## src/rtl/sdram_device_responder.sv

```systemverilog
// SDRAM device-side responder: decodes controller commands, tracks the open row per bank,
// stores words in a small array and returns read data after CAS_LATENCY clocks.
module sdram_device_responder #(
    parameter int unsigned CAS_LATENCY   = 2,
    parameter int unsigned MEM_ADDR_BITS = 8
) (
    input  logic        clk,
    input  logic        rst,
    input  logic        clock_enable,
    input  logic        cs_n,
    input  logic        ras_n,
    input  logic        cas_n,
    input  logic        we_n,
    input  logic [12:0] addr,
    input  logic [1:0]  bank_addr,
    input  logic [15:0] ctrl_data,
    input  logic        ctrl_data_oe,
    input  logic        data_mask_low,
    input  logic        data_mask_high,
    output logic [15:0] dq_out,
    output logic        dq_oe,
    output logic        cmd_error,
    output logic [12:0] mode_reg,
    output logic [3:0]  bank_open,
    output logic [15:0] refresh_count
);

    localparam int unsigned DATA_W     = 16;
    localparam int unsigned ADDR_W     = 13;
    localparam int unsigned NUM_BANKS  = 4;
    localparam int unsigned ROW_BITS   = 3;
    localparam int unsigned COL_BITS   = 3;
    localparam int unsigned PIPE_DEPTH = CAS_LATENCY - 1;
    localparam int unsigned MEM_DEPTH  = 1 << MEM_ADDR_BITS;

    typedef enum logic [2:0] {
        CMD_NOP,
        CMD_ACTIVE,
        CMD_READ,
        CMD_WRITE,
        CMD_PRECHARGE,
        CMD_REFRESH,
        CMD_LOAD_MODE
    } cmd_e;

    cmd_e cmd;

    logic [DATA_W-1:0]        mem_q [MEM_DEPTH];
    logic [ROW_BITS-1:0]      row_q [NUM_BANKS];
    logic [ROW_BITS-1:0]      row_d [NUM_BANKS];
    logic [NUM_BANKS-1:0]     bank_open_q, bank_open_d;
    logic [ADDR_W-1:0]        mode_reg_q, mode_reg_d;
    logic [DATA_W-1:0]        refresh_count_q, refresh_count_d;
    logic                     cmd_error_q, cmd_error_d;
    logic [PIPE_DEPTH-1:0]    pipe_valid_q, pipe_valid_d;
    logic [DATA_W-1:0]        pipe_data_q [PIPE_DEPTH];
    logic [DATA_W-1:0]        pipe_data_d [PIPE_DEPTH];
    logic                     dq_oe_q, dq_oe_d;
    logic [DATA_W-1:0]        dq_out_q, dq_out_d;

    logic                     mem_we;
    logic [MEM_ADDR_BITS-1:0] mem_idx;
    logic [DATA_W-1:0]        mem_rdata;
    logic [DATA_W-1:0]        mem_wdata;
    logic                     rd_issue;

    // Command decode; a low clock enable or deselected chip reads as NOP.
    always_comb begin
        cmd = CMD_NOP;
        if (clock_enable && !cs_n) begin
            case ({ras_n, cas_n, we_n})
                3'b011:  cmd = CMD_ACTIVE;
                3'b101:  cmd = CMD_READ;
                3'b100:  cmd = CMD_WRITE;
                3'b010:  cmd = CMD_PRECHARGE;
                3'b001:  cmd = CMD_REFRESH;
                3'b000:  cmd = CMD_LOAD_MODE;
                default: cmd = CMD_NOP;
            endcase
        end
    end

    // Only the low row/column bits select storage, so wider addresses alias.
    always_comb begin
        mem_idx   = MEM_ADDR_BITS'({bank_addr, row_q[bank_addr], addr[COL_BITS-1:0]});
        mem_rdata = mem_q[mem_idx];
        mem_wdata = {data_mask_high ? mem_rdata[15:8] : ctrl_data[15:8],
                     data_mask_low  ? mem_rdata[7:0]  : ctrl_data[7:0]};
    end

    always_comb begin
        bank_open_d     = bank_open_q;
        row_d           = row_q;
        mode_reg_d      = mode_reg_q;
        refresh_count_d = refresh_count_q;
        cmd_error_d     = 1'b0;
        mem_we          = 1'b0;
        rd_issue        = 1'b0;

        case (cmd)
            CMD_ACTIVE: begin
                if (bank_open_q[bank_addr]) begin
                    cmd_error_d = 1'b1;
                end else begin
                    bank_open_d[bank_addr] = 1'b1;
                    row_d[bank_addr]       = addr[ROW_BITS-1:0];
                end
            end
            CMD_READ: begin
                if (bank_open_q[bank_addr]) rd_issue = 1'b1;
                else                        cmd_error_d = 1'b1;
            end
            CMD_WRITE: begin
                // Contention is flagged but a legal write still lands.
                if (dq_oe_q) cmd_error_d = 1'b1;
                if (!bank_open_q[bank_addr] || !ctrl_data_oe) cmd_error_d = 1'b1;
                else                                          mem_we = 1'b1;
            end
            CMD_PRECHARGE: begin
                if (addr[10]) bank_open_d = '0;
                else          bank_open_d[bank_addr] = 1'b0;
            end
            CMD_REFRESH: begin
                if (bank_open_q != '0) cmd_error_d = 1'b1;
                else                   refresh_count_d = refresh_count_q + DATA_W'(1);
            end
            CMD_LOAD_MODE: begin
                if (bank_open_q != '0) cmd_error_d = 1'b1;
                else                   mode_reg_d = addr;
            end
            default: ;
        endcase
    end

    // Read latency pipeline; the word is captured at the command edge.
    always_comb begin
        pipe_valid_d[0] = rd_issue;
        pipe_data_d[0]  = mem_rdata;
        for (int i = 1; i < int'(PIPE_DEPTH); i++) begin
            pipe_valid_d[i] = pipe_valid_q[i-1];
            pipe_data_d[i]  = pipe_data_q[i-1];
        end
        dq_oe_d  = pipe_valid_q[PIPE_DEPTH-1];
        dq_out_d = pipe_valid_q[PIPE_DEPTH-1] ? pipe_data_q[PIPE_DEPTH-1] : '0;
    end

    always_ff @(posedge clk) begin
        if (rst) begin
            bank_open_q     <= '0;
            mode_reg_q      <= '0;
            refresh_count_q <= '0;
            cmd_error_q     <= 1'b0;
            pipe_valid_q    <= '0;
            dq_oe_q         <= 1'b0;
            dq_out_q        <= '0;
            for (int b = 0; b < int'(NUM_BANKS); b++) row_q[b] <= '0;
            for (int i = 0; i < int'(PIPE_DEPTH); i++) pipe_data_q[i] <= '0;
        end else begin
            bank_open_q     <= bank_open_d;
            row_q           <= row_d;
            mode_reg_q      <= mode_reg_d;
            refresh_count_q <= refresh_count_d;
            cmd_error_q     <= cmd_error_d;
            pipe_valid_q    <= pipe_valid_d;
            pipe_data_q     <= pipe_data_d;
            dq_oe_q         <= dq_oe_d;
            dq_out_q        <= dq_out_d;
        end
    end

    // Storage is deliberately left unreset.
    always_ff @(posedge clk) begin
        if (mem_we) mem_q[mem_idx] <= mem_wdata;
    end

    assign dq_out        = dq_out_q;
    assign dq_oe         = dq_oe_q;
    assign cmd_error     = cmd_error_q;
    assign mode_reg      = mode_reg_q;
    assign bank_open     = bank_open_q;
    assign refresh_count = refresh_count_q;

endmodule

```

## config.mk

```make
export PLATFORM = sky130hd
export DESIGN_NAME = sdram_device_responder
export DESIGN_NICKNAME = d
export VERILOG_FILES = /design/src/rtl/sdram_device_responder.sv
export SDC_FILE = /design/constraint.sdc
export NUM_CORES = 2
export LEC_CHECK = 0
export CAP_MARGIN = 20
export CORE_AREA = 2 2 635 637
export CTS_CLUSTER_SIZE = 14
export DETAILED_ROUTE_END_ITERATION = 16
export DIE_AREA = 0 0 637 639
export DONT_BUFFER_PORTS = 1
export GPL_TIMING_DRIVEN = 0
export PLACE_DENSITY = 0.58
export SYNTH_ARGS = -nofsm -noshare
export SYNTH_HDL_FRONTEND = slang
export SYNTH_SLANG_ARGS = --single-unit
```

## constraint.sdc

```tcl
create_clock -name clk -period 13.7 [get_ports clk]
set_input_delay 2.055 -clock clk [delete_from_list [all_inputs] [get_ports clk]]
set_output_delay 2.055 -clock clk [all_outputs]
set_load 0.03 [all_outputs]
```

==> results.yml <==
route:
  ant_nets: 0
  vias: 82921
  drt-initial-drc-count: 13536
  wl_per_cell_um: 39.6
  drc: 0
  wirelength_um: 536000
  drt_pass1_iterations: 6
  viasPerCell: 6.13
setup_path:
  startpoint_type: "input port"
  worstPathMaxFanout: 24
  path_class: "input port to flop"
  cp-end-kind: "flop"
  required_ns: 14.42
  arrival_ns: 9.17
yosys:
  synth_cell_type_count: 45
  synth_area_leader_cell: "edfxtp_1"
  synth_seq_area_share_pct: 78.0
  synth.ff_latch_count: 4176
  synth_nets: 7046
  netlist_area_um2: 160000
  syn_avg_cell_area_um2: 22.8
  synth_async_sr_flop_share_pct: 0
  synth.area.top_cells: "edfxtp_1, mux4_2, mux2i_1"
  synth_edf_count: 4096
  syn_inst: 7004
  ys.flop_type: "edfxtp_1"
  ys_warn_count: 0
  synth_top_area_share_pct: 77.0
placement:
  placed_cell_area_um2: 176000
  dp_slack_ns: 4.60
  post-dp-hpwl_um: 390000
  port_buffers: 0
  gp_congestion: 1.03
finish:
  drive_gt1_share_pct: 31.4
  nets: 7907
  top_register: "mem_q"
  fin_area_um2: 190000
  final_common_cell: "edfxtp_1"
  fin_util_pct: 47.5
  area_growth_pct: 19.2
  largest_reg_flops: 4096
  mostFrequentLayoutCells: "edfxtp_1, mux4_2, mux2i_1"
grt:
  grt_pass1_vias: 80313
  grt_pass1_wl_um: 710000
  grt.total_usage_pct: 25.9
  grt_max_degree: 37
  overflow: 0
  antenna_found_initial: 35
timing:
  tightest_slew_ns: 1.30
  report.final.hold_viol_count: 0
  timing.hold.ws_ns: 0.427
  layout_setup_ws_ns: 5.25
  rsz0062_at_grt: "false"
  fin_crit_sh_pct: 61.7
  fin_crit_ns: 8.45
  skew_ns: 0.0616
  fmax_mhz: 118
  maxSlewViolCount: 0
  setup_tns_ns: 0
  slew_headroom_pct: 12.3
  setup_viol: 0
die:
  num_rows: 233
  die_h_um: 639
  start_util_pct: 39.8
  dieArea_um2: 407000
  core-area_um2: 401000
  pin_count: 92
  die_w_um: 637
pwr:
  p_leak_uw: 0.0579
  power_density_nw_per_um2: 145
  peakVddDrop_mv: 0.124
clocking:
  cts_buffers: 427
  cts_htree_levels: 5
  post_cts_buffers: 0
  clock-sinks: 4176
  cts_resized: 0
  cts_hold_buf: 0
  clock_latency_ns: 1.02
  clk_pin_slew_ns: 0.06
  cts_tree: "yes"
  cts_max_path_buffers: 4
  cts_root_buffer: "clkbuf_16"
status:
  outcome: "complete, no violations"
run:
  drv_cap: 0
min_path:
  hp-class: "flop to flop"
## report_power, final
part           switching, µW  internal [µW]
Clock                   4980           6760
Sequential              3.28          14300
Combinational           1100            589
## synthesized netlist by cell type (13+ instances only)
cell type	n
clkbuf_1	195
buf_2	151
mux4_2	1042
nor3_1	21
nand2b_1	27
or2_2	13
o22ai_1	240
buf_6	21
and3_1	22
mux2i_1	493
and2_1	17
nand3_1	13
nor4_1	41
edfxtp_1	4096
a21oi_1	22
buf_1	22
nor2_1	305
a31oi_1	18
dfxtp_1	80
buf_4	21
nand2_1	48
a41oi_1	16
## layer usage
metal  vias to the layer above  GRT usage (%)  wire, µm
met5                         -          0.437       439
met4                        16           14.2     34600
met3                      1099           7.41     63700
met2                      5530           38.7    239000
met1                     44696           34.4    198000
li1                      31580              -         -
## final timing paths
path                                 endpoint  depth (start not counted)  slack (ns)           start
worst max-delay path            mem_q[39][12]                         16        5.25         addr[1]
worst min-delay path                dq_out[7]                          1        0.43  pipe_data_q[7]
worst max register to register  mem_q[39][12]                         16        6.78        row_q[5]
worst min register to register      dq_out[7]                          1        0.43  pipe_data_q[7]
## area by class of cell
class | count | area (µm²)
clock buffers | 507 | 11100
clock inverters | 274 | 2830
diodes | 22 | 55.1
inverters | 3 | 11.3
fillers | 32301 | 211000
repair buffers | 432 | 8680
plain buffers | 410 | 1990
flip-flops and latches | 4176 | 125000
well taps | 5287 | 6620
multi-input cells | 2415 | 34400
## worst max-delay path, cell delays in order
cell and delay [ns]:
buf_2 0.54, buf_2 0.51, clkbuf_1 0.67, clkbuf_1 0.88, mux4_2 0.41, mux2i_1 0.61, o22ai_1 0.18, nor3_1 0.79
and3_1 0.61, a41oi_4 0.53, buf_16 0.35, buf_16 0.18, buf_16 0.17, buf_16 0.17, buf_16 0.17, buf_16 0.16
## per-stage QoR
step / power, µW / instances
2_1_floorplan: 15500 / 7004
3_3_place_gp: 16500 / 12291
3_5_place_dp: 16200 / 12711
4_1_cts: 27700 / 13492
5_1_grt: 28300 / 13515
6_report: 27700 / 13526
## cell families (layout without fill, tap and decap cells)
kind of cell	Yosys count	count (layout)	share of synthesized area (%)
other	0	22	0
xor gates and xnor gates	11	11	0.0603
AOI/OAI and AO/OA	305	305	1.20
and+or+nand+nor	563	563	1.71
muxes	1535	1535	17.8
adders and majority gates	1	1	0.00783
DFF	4176	4176	78.0
buffers and inverters	413	1626	1.24
No activity file was read; power rests on OpenSTA's default activity.
